**src/rtl/csa_accumulator.sv**
```systemverilog
// Resolves carry-save product pairs and accumulates one frame of signed products per result.
// Build option: define CSA_ACC_SAT_EN to clamp the accumulator on overflow instead of wrapping.
module csa_accumulator #(
  parameter int N     = 17,
  parameter int M     = 17,
  parameter int GUARD = 8,
  parameter int CNT_W = 8
) (
  input  logic                     clk,
  input  logic                     rst,
  input  logic                     in_valid,
  output logic                     in_ready,
  input  logic                     in_last,
  input  logic [N+M-1:0]           in1,
  input  logic [N+M-1:0]           in2,
  output logic                     out_valid,
  input  logic                     out_ready,
  output logic [N+M+GUARD-1:0]     out_sum,
  output logic [CNT_W-1:0]         out_count,
  output logic                     out_ovf
);

  localparam int W     = N + M;
  localparam int ACC_W = W + GUARD;

  typedef enum logic [1:0] {S_ACC, S_FLUSH, S_OUT} state_t;

  state_t             state_q, state_d;
  logic [W-1:0]       p_reg_q, p_reg_d;
  logic               p_vld_q, p_vld_d;
  logic               p_last_q, p_last_d;
  logic [ACC_W-1:0]   acc_q, acc_d;
  logic [CNT_W-1:0]   count_q, count_d;
  logic               ovf_q, ovf_d;
  logic               out_valid_q, out_valid_d;
  logic [ACC_W-1:0]   out_sum_q, out_sum_d;
  logic [CNT_W-1:0]   out_count_q, out_count_d;
  logic               out_ovf_q, out_ovf_d;

  logic               accept;
  logic [ACC_W-1:0]   p_ext;
  logic [ACC_W-1:0]   add_raw;
  logic [ACC_W-1:0]   acc_add;
  logic               ovf_now;
  logic [CNT_W-1:0]   count_inc;

  assign in_ready  = (state_q == S_ACC);
  assign accept    = in_valid && in_ready;
  assign out_valid = out_valid_q;
  assign out_sum   = out_sum_q;
  assign out_count = out_count_q;
  assign out_ovf   = out_ovf_q;

  // Accumulator adder with signed-overflow detection and optional clamping.
  always_comb begin
    p_ext     = ACC_W'($signed(p_reg_q));
    add_raw   = acc_q + p_ext;
    ovf_now   = (acc_q[ACC_W-1] == p_ext[ACC_W-1]) && (add_raw[ACC_W-1] != acc_q[ACC_W-1]);
    acc_add   = add_raw;
`ifdef CSA_ACC_SAT_EN
    if (ovf_now) begin
      acc_add = acc_q[ACC_W-1] ? {1'b1, {(ACC_W-1){1'b0}}} : {1'b0, {(ACC_W-1){1'b1}}};
    end
`endif
    count_inc = (&count_q) ? count_q : count_q + CNT_W'(1);
  end

  always_comb begin
    state_d     = state_q;
    p_reg_d     = p_reg_q;
    p_vld_d     = accept;
    p_last_d    = p_last_q;
    acc_d       = acc_q;
    count_d     = count_q;
    ovf_d       = ovf_q;
    out_valid_d = out_valid_q;
    out_sum_d   = out_sum_q;
    out_count_d = out_count_q;
    out_ovf_d   = out_ovf_q;

    if (accept) begin
      p_reg_d  = in1 + in2;
      p_last_d = in_last;
    end

    if (p_vld_q) begin
      acc_d   = acc_add;
      count_d = count_inc;
      ovf_d   = ovf_q | ovf_now;
    end

    case (state_q)
      S_ACC: begin
        if (accept && in_last) state_d = S_FLUSH;
      end
      S_FLUSH: begin
        // Results capture the post-add values of the frame's final product.
        if (p_vld_q && p_last_q) begin
          out_sum_d   = acc_d;
          out_count_d = count_d;
          out_ovf_d   = ovf_d;
          out_valid_d = 1'b1;
          state_d     = S_OUT;
        end
      end
      S_OUT: begin
        if (out_valid_q && out_ready) begin
          out_valid_d = 1'b0;
          acc_d       = '0;
          count_d     = '0;
          ovf_d       = 1'b0;
          state_d     = S_ACC;
        end
      end
      default: state_d = S_ACC;
    endcase
  end

  always_ff @(posedge clk or posedge rst) begin
    if (rst) begin
      state_q     <= S_ACC;
      p_reg_q     <= '0;
      p_vld_q     <= 1'b0;
      p_last_q    <= 1'b0;
      acc_q       <= '0;
      count_q     <= '0;
      ovf_q       <= 1'b0;
      out_valid_q <= 1'b0;
      out_sum_q   <= '0;
      out_count_q <= '0;
      out_ovf_q   <= 1'b0;
    end else begin
      state_q     <= state_d;
      p_reg_q     <= p_reg_d;
      p_vld_q     <= p_vld_d;
      p_last_q    <= p_last_d;
      acc_q       <= acc_d;
      count_q     <= count_d;
      ovf_q       <= ovf_d;
      out_valid_q <= out_valid_d;
      out_sum_q   <= out_sum_d;
      out_count_q <= out_count_d;
      out_ovf_q   <= out_ovf_d;
    end
  end

endmodule
```
**config.mk**
```make
export PLATFORM = sky130hd
export DESIGN_NAME = csa_accumulator
export DESIGN_NICKNAME = d
export VERILOG_FILES = /design/src/rtl/csa_accumulator.sv
export SDC_FILE = /design/constraint.sdc
export NUM_CORES = 1
export LEC_CHECK = 0
export ABC_AREA = 1
export BUFFER_PORTS_ARGS = -buffer_cell sky130_fd_sc_hd__buf_2
export CORE_MARGIN = 3
export CORE_UTILIZATION = 29
export DETAILED_ROUTE_END_ITERATION = 8
export GPL_TIMING_DRIVEN = 0
export PLACE_DENSITY = 0.49
export SLEW_MARGIN = 10
export SYNTH_ARGS = -nofsm -noshare
export SYNTH_HDL_FRONTEND = slang
export SYNTH_SLANG_ARGS = --single-unit
export TNS_END_PERCENT = 1
```
**constraint.sdc**
```tcl
create_clock -name clk -period 5.9 [get_ports clk]
set_clock_uncertainty 0.1 [all_clocks]
set_input_delay 0.885 -clock clk [delete_from_list [all_inputs] [get_ports clk]]
set_output_delay 0.885 -clock clk [all_outputs]
set_load 0.02 [all_outputs]
```
### Word level (Yosys, flattened, before mapping)

Cells that the tools add are included.

| storage, ports and cells | value |
|---|---|
| flip-flop bits (word level) | 141 |
| word-level logic and storage cells | 50 |
| output and inout bits | 53 |

| operators by class | value |
|---|---|
| add/sub/neg operators | 3 |
| mux-type cells | 17 |
| reductions and logical operators | 11 |
| bitwise operators | 1 |
| eq/ne operators | 7 |

Operators by type and width:

| kind | count |
|---|---|
| $mux 42 | 3 |
| $add 42x42->42 | 1 |
| $add 34x34->34 | 1 |
| $mux 8 | 4 |
| $add 8x1->8 const B | 1 |
| $reduce_and 8->1 | 1 |
| $mux 2 | 3 |
| $pmux 2 s3 | 1 |
| $reduce_and 3->1 | 2 |
| $logic_and 1x1->1 | 5 |
| $mux 1 | 5 |
| $ne 2x2->1 const B | 2 |
| $eq 2x1->1 const B | 1 |
| $eq 2x2->1 const B | 1 |
| $logic_not 2->1 | 1 |
| $ne 2x1->1 const B | 1 |
| $pmux 1 s2 | 1 |
| $reduce_and 2->1 | 1 |
| $reduce_bool 2->1 | 1 |
| $eq 1x1->1 | 1 |
| $ne 1x1->1 | 1 |
| $or 1x1->1 | 1 |

### Longest topological paths before layout

Gate-level depths: netlist (run 1).

| depth | value |
|---|---|
| depth after elaboration | 7 |
| mapped depth | 16 |
| depth with buffers taken out | 16 |

### Worst setup path before layout (run 1)

Ideal clock, no wire load.

| path | value |
|---|---|
| kind | input to register |
| start | in in1[0] |
| end | reg p_reg_q[30] |
| library setup time | 0.122 ns |
| path slack | 3.326 ns |
| stages on the path | 11 |
| buffers on the path | 0 |
| arrival | 2.352 ns |
| data required time | 5.678 ns |
| path through | ha_1 inv_1 fa_1 o21ai_2 nand2_1 nand2_1 inv_2 o21ai_2 nand3_1 a21oi_1 o21ai_1 |

| on the way | value |
|---|---|
| word-level cells in the longest chain between the ends | 1 |

RTL lines:

| what | RTL line | RTL |
|---|---|---|
| from (decl) | 14 | `input logic [N+M-1:0] in1,` |
| $add 34x34->34 | 82 | `p_reg_d = in1 + in2;` |
| to (signal assigned) | 134 | `p_reg_q <= p_reg_d;` |
| to (decl) | 29 | `logic [W-1:0] p_reg_q, p_reg_d;` |

Every way passes these cells.
A chain may end at the register's enable or synchronous reset.

### Worst setup path in the final report (run 1)

| path | value |
|---|---|
| start | reg p_reg_q[0] |
| end | reg out_sum_q[24], in the netlist out_sum[24] |

| on the way | value |
|---|---|
| word-level cells in the longest chain between the ends | 2 |

RTL lines:

| what | RTL line | RTL |
|---|---|---|
| $add 42x42->42 | 57 | `add_raw = acc_q + p_ext;` |
| $mux 42 | 86 | `if (p_vld_q) begin` |
| to (signal assigned) | 141 | `out_sum_q <= out_sum_d;` |
| to (decl) | 36 | `logic [ACC_W-1:0] out_sum_q, out_sum_d;` |

Every way passes these cells.

==> out/results.ini, run 1 <==
[die]
start_util = 0.297
fp.dieH_um = 201
row_count = 70
die_w_um = 201
pin_count = 126
placeableCoreArea_um2 = 37000
dieArea_um2 = 40400

[global_route]
track_usage = 0.174
grt-ovfl-total = 0
grt_antenna_before_repair = 0
grt_pass1_wl_mm = 56.3
grt_pass1_vias = 10500
grt_max_degree = 73

[worst_setup_path]
worst_path_largest_cell_delay_ns = 0.48
cp_cell_sequence = ha_1 -> fa_1 -> nand2_1 -> nand3_1 -> nand3_1 -> nand2_2 -> nand2_1 -> nand3_2 -> nand2_1 -> nand3_1 -> o21ai_0 -> o21ai_1
path_buf_inv = 0
start_kind = flop
arrival_ns = 2.96
crit_path_end_kind = flop
critPathTopFamily = simple AND/OR/NAND/NOR gates
critPathSlowestCell = fa_1
cp_max_fo = 4
crit_required_ns = 6.10
crit_type = reg2reg

[flow_run]
drv_cap = 0

[yosys]
yosysWarnings = 0
synth.largest_area_cell = dfrtp_1
synth_most_common_cell = nand2_1
synth.cell_area_um2 = 11000
async_reset_ff_frac = 1.00
yosysUniqueCellTypes = 44
synth_area_per_cell_um2 = 6.64
synth_edf_count = 0
synth_seq_cells = 141
ys_top_cells_by_area = dfrtp_1, nand2_1, ha_1
synth_top_area_frac = 0.320
syn_nets = 1809
synth_common_cells = nand2_1, inv_1, nor2_1, dfrtp_1, nand3_1
synthCells = 1659
synth_top_flop_cell = dfrtp_1
yosysSeqAreaShare = 0.320

[drt]
vias = 10700
drcViolationCount = 0
ant_nets = 0
first_iter_violations = 589
firstDrtPassIters = 5
wl_per_cell_um = 15.2
viasPerCell = 4.60
wl_mm = 35.3

[placement]
port_buffers = 125
place_hpwl_mm = 29.3
gp_congestion = 0.892
place_inst = 2289

[clocking]
cts_root_buffer = clkbuf_16
cts_sinks = 141
ctsHoldBuffers = 0
cts_tree = built
numCtsBuffers = 17
postCtsSetupBuffers = 0
insertion_delay_ns = 0.44
clock_path_buffers = 2
cts_resized = 0
htree_num_levels = 4
cts.clk_slew.worst_paths_ns = 0.07

[timing]
timing.hold.ws_ns = 0.374
min_period_ns = 2.75
fmax_ghz = 0.363
rsz0062_at_grt = false
fin_crit_sh = 0.466
finalHoldViolCount = 0
setup_viol_count_final = 0
report.final.slew_viol_count = 0
worst_pin_slew_ns = 0.931
slew_headroom = 0.375

[layout]
instances_no_fill = 2321
area_growth_pct = 17.2
diodes = 0
final_nets = 1954
fillerInstances = 4113
drive_gt1_frac = 0.150

[power]
p_leak_uw = 0.00683
power_density_nw_per_um2 = 613
vdd_drop_max_v = 0.000265

[outcome]
status = complete, no violations

[min_path]
min_path_type = reg2reg

[worst reg2reg max path: stages, from the launching register on]
cell	delay, ns
dfrtp_1	0.45
ha_1	0.32
fa_1	0.48
nand2_1	0.14
nand3_1	0.09
nand3_1	0.12
nand2_2	0.12
nand2_1	0.13
nand3_2	0.16
nand2_1	0.10
nand3_1	0.06
o21ai_0	0.24
o21ai_1	0.11
[placed cells by master (no fill, tap or decap), types with 3 or more instances in the layout]
master and instances:
or2_2 20, dfrtp_1 141, nand3b_1 7, clkbuf_16 17, buf_2 135, a21o_1 6
nor2_2 14, nor3_1 14, o211ai_1 5, nand4_1 20, inv_8 4, nand2_2 13
a21oi_1 79, nand3_1 101, inv_1 215, o21ai_2 5, xnor2_1 12, mux2i_1 3
inv_6 5, nor4_1 4, o21ai_1 20, a31oi_1 11, nand2_1 539, ha_1 75
xor2_1 14, o21bai_1 6, nor2_1 163, nand3_2 19, clkbuf_1 18, nor2_4 9
o21ai_0 78, inv_2 17
[area by class of cell]
class                      instances  area [µm²]  area share
multi-input combinational       1253        6480       0.502
inverter                         234         886      0.0686
clock buffer                      18         439      0.0340
timing repair buffer             126         653      0.0505
sequential                       141        3530       0.273
tap                              504         631      0.0488
buffer                            31         133      0.0103
clock inverter                    14         170      0.0132
[routing by layer]
layer  part of all wire  vias to the layer above  wire, µm  track usage
li1                   -                     5597         -            -
met1               0.50                     4816     17500        0.242
met2               0.45                      219     15800        0.286
met3              0.036                       36      1290       0.0167
met4              0.022                        0       769       0.0555
met5                  0                        -         0            0
[report_power, final]
part           leakage (µW)  internal (µW)  switching [µW]  total [µW]
combinational       0.00485           1670            3320        4990
sequential          0.00168           1440             354        1790
clock              0.000294            650             486        1140
total               0.00683           3760            4160        7910
[state kept, by name, summed over array words and instances (netlist names), 2 cells and up]
| name | count |
|---|---|
| acc_q | 42 |
| count_q | 8 |
| out_count | 8 |
| out_sum | 42 |
| p_reg_q | 34 |
| state_q | 2 |
[path summary, 6_finish.rpt]
path | slack (ns) | end | depth (start not counted) | from
worst max-delay path | 3.15 | out_sum[24]$_DFFE_PP0P_ | 12 | p_reg_q[0]$_DFFE_PP0P_
worst min-delay path | 0.37 | out_sum[21]$_DFFE_PP0P_ | 2 | out_sum[21]$_DFFE_PP0P_
worst max register to register | 3.15 | out_sum[24]$_DFFE_PP0P_ | 12 | p_reg_q[0]$_DFFE_PP0P_
worst min register to register | 0.37 | out_sum[21]$_DFFE_PP0P_ | 2 | out_sum[21]$_DFFE_PP0P_
max in group asynchronous | 4.59 | out_sum[6]$_DFFE_PP0P_ | 3 | rst
min in group asynchronous | 0.38 | out_sum[36]$_DFFE_PP0P_ | 2 | rst
[metrics by stage]
step | setup slack [ns] | setup TNS [ns] | total power [µW] | instance area [µm²] | utilization
after floorplan | 1.13 | 0 | 5400 | 11000 | -
after global placement | -0.760 | -104.92 | 6740 | 12300 | 0.331
after detailed placement | 2.70 | 0 | 6790 | 12300 | 0.332
after CTS | 3.13 | 0 | 7970 | 12900 | 0.349
after global routing | 2.93 | 0 | 8750 | 12900 | 0.349
final | 3.15 | 0 | 7910 | 12900 | 0.349
[cells by family (layout without fill, tap and decap cells)]
| group | count (synthesis) | count (layout) | synth area share |
|---|---|---|---|
| muxes | 3 | 3 | 0.00272 |
| buffers and inverters | 265 | 423 | 0.0917 |
| adders and majority gates | 77 | 77 | 0.0888 |
| DFF | 141 | 141 | 0.320 |
| and+or+nand+nor | 930 | 930 | 0.369 |
| AOI/OAI and AO/OA | 217 | 217 | 0.107 |
| xor gates and xnor gates | 26 | 26 | 0.0207 |
Power figures use the tool's default switching activity.
==> run 2, diff against run 1 <==
Settings changed: PLACE_DENSITY 0.49 to 0.51.
Clock period 5.9 ns to 2.43 ns, I/O delays scaled along.
==> run 2 against run 1 <==
  * Total power grew to 2.6 times the previous value
  * First-iteration DRC count is 9.3% lower
  * Sequential share of layout area is 0.95 points lower
  * Worst hold slack lost 0.28 ns
  * Sequential power increased by 150%
  * Via count grew 0.83%
  * Clock-buffer cell count unchanged
  * Routed wire length increased by 0.63%
  * Clock power up 140%
  * Global-route usage hardly changed
  * Design area grew 3.8%
  * Critical endpoint is now acc_q[36]$_DFF_PP0_
  * Largest cell class unchanged
  * Largest power group unchanged
==> out/results.ini, run 2 (same netlist as run 1, synthesis figures left out) <==
[outcome]
status = complete, no violations

[drt]
ant_nets = 0
firstDrtPassIters = 5
first_iter_violations = 534
drcViolationCount = 0
vias = 10800
viasPerCell = 4.61
wl_per_cell_um = 15.2
wl_mm = 35.5

[die]
row_count = 70
pin_count = 126
placeableCoreArea_um2 = 37000
dieArea_um2 = 40400
fp.dieH_um = 201
die_w_um = 201
start_util = 0.297

[power]
pwr-share-seq = 0.218
p_comb_frac = 0.645
p_sw_uw = 10600
vdd_drop_max_v = 0.000766
p_leak_uw = 0.00693
power_density_nw_per_um2 = 1510
power_uw = 20300
p_clk_frac = 0.137
p_int_uw = 9720
swShare = 0.521

[layout]
diodes = 0
final_nets = 1964
fin_area_um2 = 13400
layout_common_cells = nand2_1, inv_1, nor2_1
final_common_cell = nand2_1
drive_gt1_frac = 0.193
seqCellArea_um2 = 3530
multi_input_area_um2 = 6860
fillerInstances = 4054
area_growth_pct = 21.7

[timing]
report.final.slew_viol_count = 0
min_period_ns = 2.33
fmax_ghz = 0.429
slew_headroom = 0.400
setup_viol_count_final = 0
worst_pin_slew_ns = 0.893
fin_crit_sh = 0.959
rsz0062_at_grt = true
finalHoldViolCount = 0

[worst_setup_path]
crit_required_ns = 2.63
crit_type = reg2reg
r2r_cells = 11
r2r-start = p_reg_q[33]$_DFFE_PP0P_
cp_max_fo = 7
crit_path_end_kind = flop
start_kind = flop
startpoint = p_reg_q[33]$_DFFE_PP0P_
arrival_ns = 2.53

[global_route]
grt_antenna_before_repair = 0
grt-ovfl-total = 0
grt_max_degree = 38
grt_pass1_wl_mm = 56.4
grt_pass1_vias = 10700
track_usage = 0.175

[clocking]
clock_path_buffers = 2
cts.clk_slew.worst_paths_ns = 0.06
numCtsBuffers = 17
cts_tree = built
cts_sinks = 141
htree_num_levels = 4
insertion_delay_ns = 0.44
cts_root_buffer = clkbuf_16

[min_path]
hp-start = in_last
min_path_type = in2reg
holdPathStages = 3

[placement]
post_dp_cell_area_um2 = 12400
port_buffers = 125
place_hpwl_mm = 29.1
gp_congestion = 0.897

[flow_run]
drv_cap = 0

==> run 2: through the flow <==
stage	setup WS, ns	TNS, ns	utilization	instances	hold slack (ns)
2_1_floorplan	0.202	0	-	1659	0.349
3_3_place_gp	-0.836	-119.92	0.331	2288	0.360
3_5_place_dp	-0.253	-4.09	0.334	2292	0.202
4_1_cts	-0.0324	-0.0602	0.351	2325	0.0750
5_1_grt	-0.0613	-0.684	0.362	2331	0.108
6_report	0.0990	0	0.362	2331	0.0910
==> run 2: timing repair <==
item	CTS	global route
gates resized for setup	12	79
hold buffers	1	0
hold endpoints to repair	66	0
endpoints found under the setup margin	26	54
setup buffers	0	6
pin swaps	0	7
==> run 2: path summary, 6_finish.rpt <==
check / end / slack, ns
worst max-delay path: acc_q[36]$_DFF_PP0_ / 0.1
worst max register to register: acc_q[36]$_DFF_PP0_ / 0.1
min in group asynchronous: out_sum[5]$_DFFE_PP0P_ / 0.29
worst min register to register: out_sum[37]$_DFFE_PP0P_ / 0.37
worst min-delay path: p_last_q$_DFFE_PP0P_ / 0.09
max in group asynchronous: out_sum[29]$_DFFE_PP0P_ / 1.22
==> run 2: power by group through the flow <==
stage / logic, µW / registers (µW) / clock network (µW)
detailed placement: 12100 / 4370 / 0
global placement: 12000 / 4360 / 0
finish: 13100 / 4420 / 2780
global route: 14900 / 4570 / 2910
CTS: 12200 / 4350 / 2830
floorplan: 8560 / 4550 / 0
==> run 2: cell type report <==
type                    instances  area share
plain buffers                  31     0.00989
clock buffers                  18      0.0320
clock inverters                14      0.0134
inverters                     234      0.0658
multi-input cells            1253       0.511
flip-flops and latches        141       0.264
well taps                     504      0.0470
repair buffers                136      0.0570
==> run 2: worst max-delay path: stages, from the launching register on <==
cell and delay [ns]:
dfrtp_4 0.57, buf_6 0.18, ha_4 0.30, nand2_1 0.10, nor2_1 0.22, inv_1 0.13, nor4_4 0.20, nand2_4 0.08
nand3_1 0.09, nand3_2 0.09, nand2_1 0.09, nor2_1 0.04
==> run 2: metal layers <==
layer / vias up / GRT usage / wire length [µm]
met4: 0 / 0.0582 / 904
met1: 4867 / 0.244 / 17600
li1: 5608 / - / -
met2: 234 / 0.282 / 15700
met5: - / 0 / 0
met3: 48 / 0.0177 / 1300
